===== config.mk =====
export PLATFORM = sky130hd
export DESIGN_NAME = led_demux_sequencer
export DESIGN_NICKNAME = d
export VERILOG_FILES = /design/src/rtl/led_demux_sequencer_pkg.sv /design/src/rtl/led_demux_sequencer_debounce_filter.sv /design/src/rtl/led_demux_sequencer.sv
export SDC_FILE = /design/constraint.sdc
export NUM_CORES = 1
export LEC_CHECK = 0
export ABC_AREA = 1
export BUFFER_PORTS_ARGS = -buffer_cell sky130_fd_sc_hd__buf_2
export CAP_MARGIN = 20
export CORE_MARGIN = 2
export CORE_UTILIZATION = 57
export CTS_CLUSTER_SIZE = 14
export DETAILED_ROUTE_END_ITERATION = 12
export HOLD_SLACK_MARGIN = 0.15
export PLACE_DENSITY = 0.75
export SLEW_MARGIN = 0
export SYNTH_ARGS = -nofsm -noshare
export SYNTH_HDL_FRONTEND = slang
export SYNTH_SLANG_ARGS = --single-unit

===== constraint.sdc =====
create_clock -name i_Clk -period 2.2 [get_ports i_Clk]
set_input_delay 0.44 -clock i_Clk [delete_from_list [all_inputs] [get_ports i_Clk]]
set_output_delay 0.44 -clock i_Clk [all_outputs]
set_load 0.01 [all_outputs]

===== src/rtl/led_demux_sequencer_pkg.sv =====
// Shared widths and helpers for the LED demux sequencer: selection width,
// LED count, selection stepping and the one-hot LED decode.
package led_demux_sequencer_pkg;

    localparam int SEL_W     = 2;
    localparam int LED_COUNT = 4;

    typedef logic [SEL_W-1:0]     sel_t;
    typedef logic [LED_COUNT-1:0] led_vec_t;

    // Simultaneous forward and backward releases cancel each other out.
    function automatic sel_t next_sel(input sel_t sel, input logic fwd, input logic back);
        case ({fwd, back})
            2'b10:   return sel + sel_t'(1);
            2'b01:   return sel - sel_t'(1);
            default: return sel;
        endcase
    endfunction

    function automatic led_vec_t led_decode(input sel_t sel, input logic blink);
        led_vec_t v;
        v      = '0;
        v[sel] = blink;
        return v;
    endfunction

endpackage


===== src/rtl/led_demux_sequencer_debounce_filter.sv =====
// Switch debouncer: the output level follows the raw input only after the raw
// level has differed from it for DEBOUNCE_LIMIT consecutive clocks.
module debounce_filter #(
    parameter int DEBOUNCE_LIMIT = 250000
) (
    input  logic i_Clk,
    input  logic i_Rst,
    input  logic i_Raw,
    output logic o_Level
);

    localparam int CNT_W = (DEBOUNCE_LIMIT > 1) ? $clog2(DEBOUNCE_LIMIT) : 1;
    localparam logic [CNT_W-1:0] CNT_LAST = CNT_W'(DEBOUNCE_LIMIT - 1);

    logic [CNT_W-1:0] count;

    // Any return to the accepted level throws away the partial count.
    always_ff @(posedge i_Clk or posedge i_Rst) begin
        if (i_Rst) begin
            count   <= '0;
            o_Level <= 1'b0;
        end else if (i_Raw != o_Level) begin
            if (count == CNT_LAST) begin
                o_Level <= i_Raw;
                count   <= '0;
            end else begin
                count <= count + 1'b1;
            end
        end else begin
            count <= '0;
        end
    end

endmodule


===== src/rtl/led_demux_sequencer.sv =====
// Two debounced switches step a 2-bit selection forward/backward; the selected
// LED of four carries a free-running blink, all others stay dark.
module led_demux_sequencer
    import led_demux_sequencer_pkg::*;
#(
    parameter int DEBOUNCE_LIMIT = 250000,
    parameter int TOGGLE_LIMIT   = 12500000
) (
    input  logic i_Clk,
    input  logic i_Rst,
    input  logic i_Switch_1,
    input  logic i_Switch_2,
    output logic o_LED_1,
    output logic o_LED_2,
    output logic o_LED_3,
    output logic o_LED_4
);

    localparam int BLINK_W = (TOGGLE_LIMIT > 1) ? $clog2(TOGGLE_LIMIT) : 1;
    localparam logic [BLINK_W-1:0] BLINK_LAST = BLINK_W'(TOGGLE_LIMIT - 1);

    logic               level_1;
    logic               level_2;
    logic               level_1_p1;
    logic               level_2_p1;
    logic               release_1;
    logic               release_2;
    sel_t               sel;
    logic [BLINK_W-1:0] blink_count;
    logic               blink;
    led_vec_t           led;

    debounce_filter #(.DEBOUNCE_LIMIT(DEBOUNCE_LIMIT)) u_debounce_1 (
        .i_Clk   (i_Clk),
        .i_Rst   (i_Rst),
        .i_Raw   (i_Switch_1),
        .o_Level (level_1)
    );

    debounce_filter #(.DEBOUNCE_LIMIT(DEBOUNCE_LIMIT)) u_debounce_2 (
        .i_Clk   (i_Clk),
        .i_Rst   (i_Rst),
        .i_Raw   (i_Switch_2),
        .o_Level (level_2)
    );

    // Release = debounced level was 1 last clock and is 0 now; both reset to 0,
    // so reset can never manufacture a release.
    assign release_1 = level_1_p1 & ~level_1;
    assign release_2 = level_2_p1 & ~level_2;

    always_ff @(posedge i_Clk or posedge i_Rst) begin
        if (i_Rst) begin
            level_1_p1 <= 1'b0;
            level_2_p1 <= 1'b0;
            sel        <= '0;
        end else begin
            level_1_p1 <= level_1;
            level_2_p1 <= level_2;
            sel        <= next_sel(sel, release_1, release_2);
        end
    end

    always_ff @(posedge i_Clk or posedge i_Rst) begin
        if (i_Rst) begin
            blink_count <= '0;
            blink       <= 1'b0;
        end else if (blink_count == BLINK_LAST) begin
            blink_count <= '0;
            blink       <= ~blink;
        end else begin
            blink_count <= blink_count + 1'b1;
        end
    end

    // Output stage: a newly selected LED picks up the current blink phase.
    always_ff @(posedge i_Clk or posedge i_Rst) begin
        if (i_Rst) begin
            led <= '0;
        end else begin
            led <= led_decode(sel, blink);
        end
    end

    assign o_LED_1 = led[0];
    assign o_LED_2 = led[1];
    assign o_LED_3 = led[2];
    assign o_LED_4 = led[3];

endmodule


## Word-level counts from Yosys, hierarchy flattened

Index checks and enable logic that the tools add are counted.

- Add/subtract/negate cells: 5
- $lt $le $gt $ge: 2
- Equal/unequal tests: 7
- Mux-type cells: 8
- Bitwise logic cells: 6
- Reductions and logical operators: 4

Operators by type and width:

| kind | number |
|---|---|
| $mux W18 | 4 |
| $add A18 B1 Y18 const B | 2 |
| $eq A18 B18 Y1 const B | 2 |
| $add A24 B1 Y24 const B | 1 |
| $eq A24 B24 Y1 const B | 1 |
| $mux W24 | 1 |
| $and A4 B4 Y4 | 1 |
| $pmux W2 S2 | 1 |
| $reduce_and A2 Y1 | 2 |
| $lt A2 B3 Y1 const B | 1 |
| $not A1 Y1 | 3 |
| $add A2 B1 Y2 const B | 1 |
| $and A1 B1 Y1 | 2 |
| $demux W1 S2 | 1 |
| $eq A2 B1 Y1 const B | 1 |
| $eq A2 B2 Y1 const B | 1 |
| $ge A2 B1 Y1 const B | 1 |
| $ne A1 B1 Y1 | 2 |
| $reduce_bool A2 Y1 | 1 |
| $sub A2 B1 Y2 const B | 1 |
| $logic_and A1 B1 Y1 | 1 |
| $mux W1 | 1 |

- Bits in registers: 71
- Input port bits: 4
- Output and inout bits: 4
- Word-level logic and storage cells: 42

## Logic depth before layout (Yosys ltp)

Gate-level depths: netlist of the first run.

- Depth in word-level cells: 5
- Mapped depth: 9
- Mapped depth without buffers: 9

## Modules after synthesis

From an unflattened synthesis of the first run, not the netlist that was laid out.

- Cell total of the unflattened synthesis: 505
- Area, all modules: 4067.7 µm²

Modules (own cells, without submodules):

| module | instances | cells each | area each (µm²) | seq. area each (µm²) |
|---|---|---|---|---|
| led_demux_sequencer | 1 | 237 | 1866.8 | 825.8 |
| debounce_filter (u_debounce_1) | 1 | 137 | 1109.8 | 475.5 |
| debounce_filter (u_debounce_2) | 1 | 131 | 1091.0 | 475.5 |

## Worst setup path after synthesis of the first run

OpenSTA, ideal clock, no wires.

- Path type: flip-flop to flip-flop
- Start: reg blink_count[0]
- End: reg blink_count[10]
- Setup time: 0.123 ns
- Arrival: 1.263 ns
- Required time: 2.077 ns
- Slack: 0.815 ns
- Stages on the path, launching flop included: 9
- Buffers on the path: 0
- Period minus slack after synthesis: 1.385 ns
- Cell sequence: dfrtp_1 > ha_1 > inv_2 > nor2_8 > inv_2 > nor2_2 > nand3_2 > nor2_4 > nor2_1

- Cells in the longest elaborated chain, start to end: 2
- Elaborated cells between the ends (all ways): 3
- Those cells by class: add/sub (1); eq/ne (1); mux (1)

RTL lines:

| item | RTL line | RTL |
|---|---|---|
| start: declaration | led_demux_sequencer.sv:29 | `logic [BLINK_W-1:0] blink_count;` |
| start signal: assignment | led_demux_sequencer.sv:72 | `blink_count <= blink_count + 1'b1;` |
| $add A24 B1 Y24 / $eq A24 B24 Y1 (equally long branches) | led_demux_sequencer.sv:72, led_demux_sequencer.sv:68 |  |
| $mux W24 * | led_demux_sequencer.sv:68 | `end else if (blink_count == BLINK_LAST) begin` |

Mark *: on every way between the ends. The rest lies on a longest branch, timed or not.
A chain may end at the register's enable or synchronous reset.

## Worst setup path in the final report of the first run

- Start: reg u_debounce_2.count[0]
- End: reg u_debounce_2.count[3]

- Cells in the longest elaborated chain, start to end: 3
- Elaborated cells between the ends (all ways): 4
- Those cells by class: add/sub (1); eq/ne (1); mux (2)

RTL lines:

| item | RTL line | RTL |
|---|---|---|
| start: declaration | led_demux_sequencer_debounce_filter.sv:15 | `logic [CNT_W-1:0] count;` |
| start signal: assignment | led_demux_sequencer_debounce_filter.sv:27 | `count <= count + 1'b1;` |
| $add A18 B1 Y18 / $eq A18 B18 Y1 (equally long branches) | led_demux_sequencer_debounce_filter.sv:27, led_demux_sequencer_debounce_filter.sv:23 |  |
| $mux W18 * | led_demux_sequencer_debounce_filter.sv:23 | `if (count == CNT_LAST) begin` |
| $mux W18 * | led_demux_sequencer_debounce_filter.sv:22 | `end else if (i_Raw != o_Level) begin` |

Marks and branches as above.

==> results of run 1 <==
==> cell usage in the layout, fill, tap and decap left out, drive strengths merged <==
cell         count
o21ai            4
bufinv           3
inv             70
xnor2           11
clkbuf           9
buf              9
a21oi            8
nand2          129
dfrtp           71
nor2           148
nand3b           1
nor3            15
xor2            21
nor3b            2
nand4            6
nand3           38
dlygate4sd3      1
clkinvlp         2
clkinv           2
ha               4
and2             7
==> logic make-up (layout without fill, tap and decap cells) <==
kind of cell	count (synthesis)	after routing	share of synthesized area
AOI/OAI and AO/OA	12	12	0.0151
xor gates and xnor gates	32	32	0.0706
adders and majority gates	4	4	0.0126
buffers and inverters	71	96	0.0671
DFF	71	71	0.448
and+or+nand+nor	346	346	0.387
==> cell type report <==
class,count,share of cell area
Timing Repair Buffer,10,0.0165
Clock buffer,9,0.0282
Inverter,70,0.0608
Sequential cell,71,0.405
Multi-Input combinational cell,394,0.439
Tap cell,80,0.0228
Clock inverter,7,0.0274
==> cells in the mapped netlist, types with 6 or more instances <==
cell / count
sky130_fd_sc_hd__a21oi_1: 8
sky130_fd_sc_hd__and2_1: 7
sky130_fd_sc_hd__dfrtp_1: 71
sky130_fd_sc_hd__inv_1: 64
sky130_fd_sc_hd__inv_2: 6
sky130_fd_sc_hd__nand2_1: 122
sky130_fd_sc_hd__nand2_2: 7
sky130_fd_sc_hd__nand3_1: 35
sky130_fd_sc_hd__nand4_1: 6
sky130_fd_sc_hd__nor2_1: 130
sky130_fd_sc_hd__nor2_2: 11
sky130_fd_sc_hd__nor2_4: 6
sky130_fd_sc_hd__nor3_1: 14
sky130_fd_sc_hd__xnor2_1: 11
sky130_fd_sc_hd__xor2_1: 21
==> state kept, by name, summed over array words and instances (netlist names), 2 cells and up <==
signal,count
sel,2
u_debounce_2.count,18
led,4
blink_count,24
u_debounce_1.count,18
==> report_power, final <==
| group | internal [W] | switching (W) |
|---|---|---|
| combinational | 0.0000493 | 0.0000953 |
| clock | 0.000757 | 0.000523 |
| sequential | 0.00134 | 0.0000416 |
| total | 0.00215 | 0.000660 |
==> worst paths after layout <==
| check | start | endpoint |
|---|---|---|
| min in group asynchronous | i_Rst | u_debounce_1.count[5] |
| max in group asynchronous | i_Rst | u_debounce_2.count[0] |
| max reg2reg | u_debounce_2.count[0] | u_debounce_2.count[3] |
| min | i_Switch_2 | u_debounce_2.o_Level |
| min reg2reg | u_debounce_1.o_Level | level_1_p1 |
| max | u_debounce_2.count[0] | u_debounce_2.count[3] |
==> stage by stage <==
| step | hold WS [ns] | power (W) | area, sq um | util |
|---|---|---|---|---|
| after floorplan | 0.392 | 0.00151 | 3970 | - |
| after global placement | 0.405 | 0.00155 | 4130 | 0.611 |
| after detailed placement | 0.417 | 0.00156 | 4130 | 0.611 |
| after CTS | 0.392 | 0.00283 | 4390 | 0.649 |
| after global routing | 0.399 | 0.00294 | 4390 | 0.649 |
| final | 0.391 | 0.00281 | 4390 | 0.649 |
==> critical path, delay by kind of cell (launching register included) <==
kind	cells	cell delay, ns
adders and majority gates	1	0.21
DFF	1	0.40
buffers and inverters	1	0.13
and+or+nand+nor	6	0.70
==> routing by layer <==
metal  up-vias  wire (microns)
met3        14             252
met4         0             148
li1       1686               -
met1      1467            3840
met2        57            3580
met5         -               0
==> repair_timing <==
item	CTS	global route
resized for setup	0	0
endpoints found under the hold margin	6	0
hold buffers	1	0
==> reports/qor.tcl, run 1 <==
set qor(placed_cells) 624
set qor(grt_use_met2) 0.363
set qor(setup_tns_ns) 0
set qor(setup_violations) 0
set qor(report.final.slew_viol_count) 0
set qor(starting_density_of_the_core) 0.587
set qor(n_antenna_cell) 0
set qor(maxClockFrequency_mhz) 663
set qor(yosysTopAreaCell) {sky130_fd_sc_hd__dfrtp_1}
set qor(reg2reg_setup_slack_ns) 0.69
set qor(overall_die_area_sq_um) 7650
set qor(floorplan.die.height_microns) 87.4
set qor(yosys_register_bits) 71
set qor(detailedPlacementHpwl_microns) 5820
set qor(timing.hold.worst_path_depth) 3
set qor(multi_input_comb_area_sq_um) 1930
set qor(coreArea_sq_um) 6760
set qor(grt_antenna_before_repair) 0
set qor(synth.top_cell.area_share) 0.448
set qor(detail_route.wl_per_cell_microns) 12.2
set qor(postSynth.topFlopCell) {sky130_fd_sc_hd__dfrtp_1}
set qor(powerDensity_nw_per_um2) 641
set qor(route.detailed.drc) 0
set qor(finalWirelength_microns) 7820
set qor(max_cap_viols) 0
set qor(grtUsageMet1) 0.309
set qor(path_cells) {ha_1, nand2_1, nor2_4, nand3_1, nor2_1, nor2_1, inv_1, nor2_1}
set qor(numClockSinks) 71
set qor(vias) 3224
set qor(use_met3) 0.0436
set qor(post-cts-setup-buffers) 0
set qor(numCtsBuffers) 9
set qor(drt_pre_antenna_iters) 4
set qor(detail_route.iter0.violations) 173
set qor(cp_slowest_stage_delay_ns) 0.40
set qor(via_count_of_the_first_global_routing_pass) 3149
set qor(rsz0062_at_grt) {no}
set qor(postSynthCellCount) 536
set qor(timing_hold_violations_final) 0
set qor(vias_per_cell) 5.03
set qor(io-pin-count) 8
set qor(async_flop_share) 1.00
set qor(gp_congestion) 0.912
set qor(synth.avg_cell_area_sq_um) 7.40
set qor(worst_path_max_delay_cell) {sky130_fd_sc_hd__dfrtp_1}
set qor(grt_overflow) 0
set qor(outcome) {complete, no violations}
set qor(synth_seq_area_share) 0.448
set qor(cp_data_arrival_time_ns) 1.78
set qor(yosys.cell_types.count) 24
set qor(fillCellCount) 571
set qor(timing.critical_path.required_ns) 2.48
set qor(synth_enable_flop_cells) 0
set qor(min_period_ns) 1.51
set qor(placement_rows) 30
set qor(grt_pass1_wl_microns) 13600
set qor(path_clk_slew_ns) 0.08
set qor(worst_r2r_path_depth) 8
set qor(timing_worst_slew_pin_value_ns) 0.567
set qor(number_of_routed_nets_with_antenna_violations) 0
set qor(clockRootBuffer) {sky130_fd_sc_hd__clkbuf_8}
set qor(power.leakage_nw) 2.03
set qor(timing.final.crit_share) 0.685
set qor(drive_above_1_share) 0.109
set qor(maximum_number_of_pins_on_one_net_before_global_route_repair) 48
set qor(tritoncts) {built}
set qor(synth_warn) 0
set qor(clock_insertion_delay_worst_skew_ns) 0.35
set qor(preCtsSetupSlack_ns) 0.671
set qor(hold_path.class) {primary input to flop}
set qor(worst-setup-path-type) {flop to flop}
set qor(slew_headroom) 0.621
set qor(buffer_ports.inserted) 7
set qor(fin_cells) 641
set qor(crit_fanout) 6
set qor(netlist_top_cells_area) {sky130_fd_sc_hd__dfrtp_1 45%, sky130_fd_sc_hd__nor2_1 12%, sky130_fd_sc_hd__nand2_1 12%}
set qor(nets) 564
set qor(timing.critical_path.from_type) {flop}
set qor(grt_util_all_layers) 0.228
set qor(synth_area_sq_um) 3970
set qor(chipWidth_microns) 87.4
set qor(timing.clock.skew_ns) 0.0149
set qor(worst_case_clock_buffer_depth) 2
set qor(grt_most_used_layer) {met2}
set qor(postLayoutSetupSlackWorst_ns) 0.693
set qor(vdd.ir_drop.worst_mv) 0.369
set qor(sequential_cell_area_sq_um) 1780
set qor(h-tree-depth) 3
set qor(worst_path_most_repeated_cell) {sky130_fd_sc_hd__nor2_1}
set qor(synthesis.nets) 544
set qor(area_growth_syn_to_layout_pct) 10.5
set qor(timing.critical_path.to_type) {flop}
Note: power is estimated with default switching activity, not from simulation.
==> run 2: changes to the inputs <==
--- a/config.mk
+++ b/config.mk
@@ -9,11 +9,11 @@
 export BUFFER_PORTS_ARGS = -buffer_cell sky130_fd_sc_hd__buf_2
 export CAP_MARGIN = 20
 export CORE_MARGIN = 2
-export CORE_UTILIZATION = 57
+export CORE_UTILIZATION = 60
 export CTS_CLUSTER_SIZE = 14
 export DETAILED_ROUTE_END_ITERATION = 12
 export HOLD_SLACK_MARGIN = 0.15
-export PLACE_DENSITY = 0.75
+export PLACE_DENSITY = 0.76
 export SLEW_MARGIN = 0
 export SYNTH_ARGS = -nofsm -noshare
 export SYNTH_HDL_FRONTEND = slang
==> constraint.sdc (replaced) <==
create_clock -name i_Clk -period 1.5 [get_ports i_Clk]
set_input_delay 0.3 -clock i_Clk [delete_from_list [all_inputs] [get_ports i_Clk]]
set_output_delay 0.3 -clock i_Clk [all_outputs]
set_load 0.01 [all_outputs]
==> run 2 against run 1 <==
Net effect: critical path depth unchanged; design area up 3.1%; first-iteration DRC count up 25%; critical path type unchanged.
==> reports/qor.tcl, run 2 (synthesis results as in run 1) <==
set qor(outcome) {complete, no violations}
set qor(grt_pass1_wl_microns) 14300
set qor(timing.clock.skew_ns) 0.0113
set qor(chipWidth_microns) 85.3
set qor(vdd.ir_drop.worst_mv) 0.967
set qor(min_period_ns) 1.45
set qor(grt_antenna_before_repair) 0
set qor(timing.final.crit_share) 0.965
set qor(detail_route.wl_per_cell_microns) 13.0
set qor(rsz0062_at_grt) {yes}
set qor(gp_congestion) 0.930
set qor(hold_path.class) {primary input to flop}
set qor(buffer_ports.inserted) 7
set qor(clock_insertion_delay_worst_skew_ns) 0.36
set qor(most_common_cell_after_layout_fill_and_taps_aside) {sky130_fd_sc_hd__nor2_1}
set qor(vias_per_cell) 5.19
set qor(cp_slowest_stage_delay_ns) 0.41
set qor(power.switching_fraction) 0.236
set qor(floorplan.die.height_microns) 85.3
set qor(report.final.slew_viol_count) 0
set qor(maximum_number_of_pins_on_one_net_before_global_route_repair) 57
set qor(worst-setup-path-type) {flop to flop}
set qor(powerDensity_nw_per_um2) 860
set qor(timing_hold_violations_final) 0
set qor(power.clock.fraction) 0.413
set qor(cell_internal_pwr_w) 0.00297
set qor(timing_worst_slew_pin_value_ns) 0.451
set qor(area_growth_syn_to_layout_pct) 14.0
set qor(detail_route.iter0.violations) 216
set qor(vias) 3361
set qor(dpl-instance-area_sq_um) 4180
set qor(timing.critical_path.required_ns) 1.73
set qor(finalWirelength_microns) 8430
set qor(hold_ws_ns) 0.233
set qor(path_cells) {ha_4, inv_4, nor2_8, inv_2, nor2_2, nand3_2, nor2_4, nor2_1}
set qor(drive_above_1_share) 0.163
set qor(tritoncts) {built}
set qor(fin_area_sq_um) 4520
set qor(io-pin-count) 8
set qor(final_cell_mix) {120 x sky130_fd_sc_hd__nor2_1, 119 x sky130_fd_sc_hd__nand2_1, 71 x sky130_fd_sc_hd__dfrtp_1}
set qor(setup_violations) 0
set qor(route.detailed.drc) 0
set qor(fin_cells) 648
set qor(number_of_routed_nets_with_antenna_violations) 0
set qor(placement_rows) 29
set qor(numClockSinks) 71
set qor(layout_top_registers) {blink_count (24), u_debounce_1.count (18), u_debounce_2.count (18)}
set qor(nets) 574
set qor(overall_die_area_sq_um) 7280
set qor(placed_cells) 628
set qor(power.leakage_nw) 2.09
set qor(timing.critical_path.from_type) {flop}
set qor(via_count_of_the_first_global_routing_pass) 3261
set qor(worst_case_clock_buffer_depth) 2
set qor(cp_data_arrival_time_ns) 1.68
set qor(coreArea_sq_um) 6390
set qor(numCtsBuffers) 9
set qor(grt_util_all_layers) 0.249
set qor(n_antenna_cell) 0
set qor(fillCellCount) 506
set qor(slew_headroom) 0.698
set qor(path_clk_slew_ns) 0.07
set qor(switchingPower_w) 0.000919
set qor(largest_register_ff_count) 24
set qor(clockRootBuffer) {sky130_fd_sc_hd__clkbuf_8}
set qor(timing.critical_path.to_type) {flop}
set qor(starting_density_of_the_core) 0.621
set qor(sequentialPowerShare) 0.522
set qor(grt_overflow) 0
set qor(combinational_power_share) 0.065
set qor(final_core_util) 0.708
set qor(power_w) 0.00389
set qor(maxClockFrequency_mhz) 691
set qor(detailedPlacementHpwl_microns) 6110
set qor(max_flop_register) {blink_count}
set qor(crit_fanout) 7
set qor(max_cap_viols) 0
set qor(worst_path_max_delay_cell) {sky130_fd_sc_hd__dfrtp_1}
set qor(h-tree-depth) 3
set qor(drt_pre_antenna_iters) 5
run 2: cell types whose count changed in the layout (fill, tap and decap cells not counted), moves of 3 or more:
cell	before	now
sky130_fd_sc_hd__nor2_2	11	19
sky130_fd_sc_hd__clkbuf_8	9	12
sky130_fd_sc_hd__nand2_1	122	119
sky130_fd_sc_hd__nand3_1	35	32
sky130_fd_sc_hd__buf_4	1	11
sky130_fd_sc_hd__nor2_1	130	120
sky130_fd_sc_hd__ha_1	4	1
run 2: timing repair:
item                                    CTS  global route
setup buffers                             0             3
hold buffers                              1             0
resized for setup                         1            29
hold endpoints to repair                 71             0
endpoints found under the setup margin    5            42
pin swaps                                 0            15
run 2: per-layer routing:
metal / GRT usage / wire length (microns)
met1: 0.315 / 3690
met2: 0.426 / 4210
met3: 0.0350 / 339
met4: 0.110 / 183
met5: 0 / 0
run 2: final timing paths:
path / startpoint / endpoint / slack [ns] / cells past startpoint
max: blink_count[1] / blink_count[12] / 0.05 / 8
min: i_Switch_1 / u_debounce_1.o_Level / 0.23 / 3
max reg2reg: blink_count[1] / blink_count[12] / 0.05 / 8
min reg2reg: u_debounce_1.o_Level / level_1_p1 / 0.42 / 0
max in group asynchronous: i_Rst / u_debounce_1.count[14] / 0.68 / 4
min in group asynchronous: i_Rst / blink_count[22] / 0.54 / 4
run 2: through the flow:
step / setup TNS [ns] / setup slack [ns]
floorplan: 0 / 0.115
global placement: 0 / 0.0285
detailed placement: -0.177 / -0.0491
CTS: 0 / 0.000984
global route: -0.0878 / -0.0180
finish: 0 / 0.0531
run 2: cell type report:
cell class | count | area, sq um | share of cell area
Clock inverter | 3 | 40.0 | 0.00885
Tap cell | 77 | 96.3 | 0.0213
Multi-Input combinational cell | 394 | 2020 | 0.448
Inverter | 70 | 269 | 0.0595
Timing Repair Buffer | 20 | 148 | 0.0326
Sequential cell | 71 | 1780 | 0.393
Clock buffer | 13 | 169 | 0.0373
run 2: power groups by stage:
stage	clock network [W]	registers (W)	logic, W
2_1_floorplan	0	0.00205	0.000158
3_3_place_gp	0	0.00206	0.000218
3_5_place_dp	0	0.00206	0.000224
4_1_cts	0.00163	0.00203	0.000228
5_1_grt	0.00170	0.00204	0.000295
6_report	0.00161	0.00203	0.000252
run 2: worst max-delay path: cells and delay by family (launching register included):
kind | cells | cell delay, ns
DFF | 1 | 0.41
buffers and inverters | 2 | 0.11
adders and majority gates | 1 | 0.20
and+or+nand+nor | 5 | 0.62
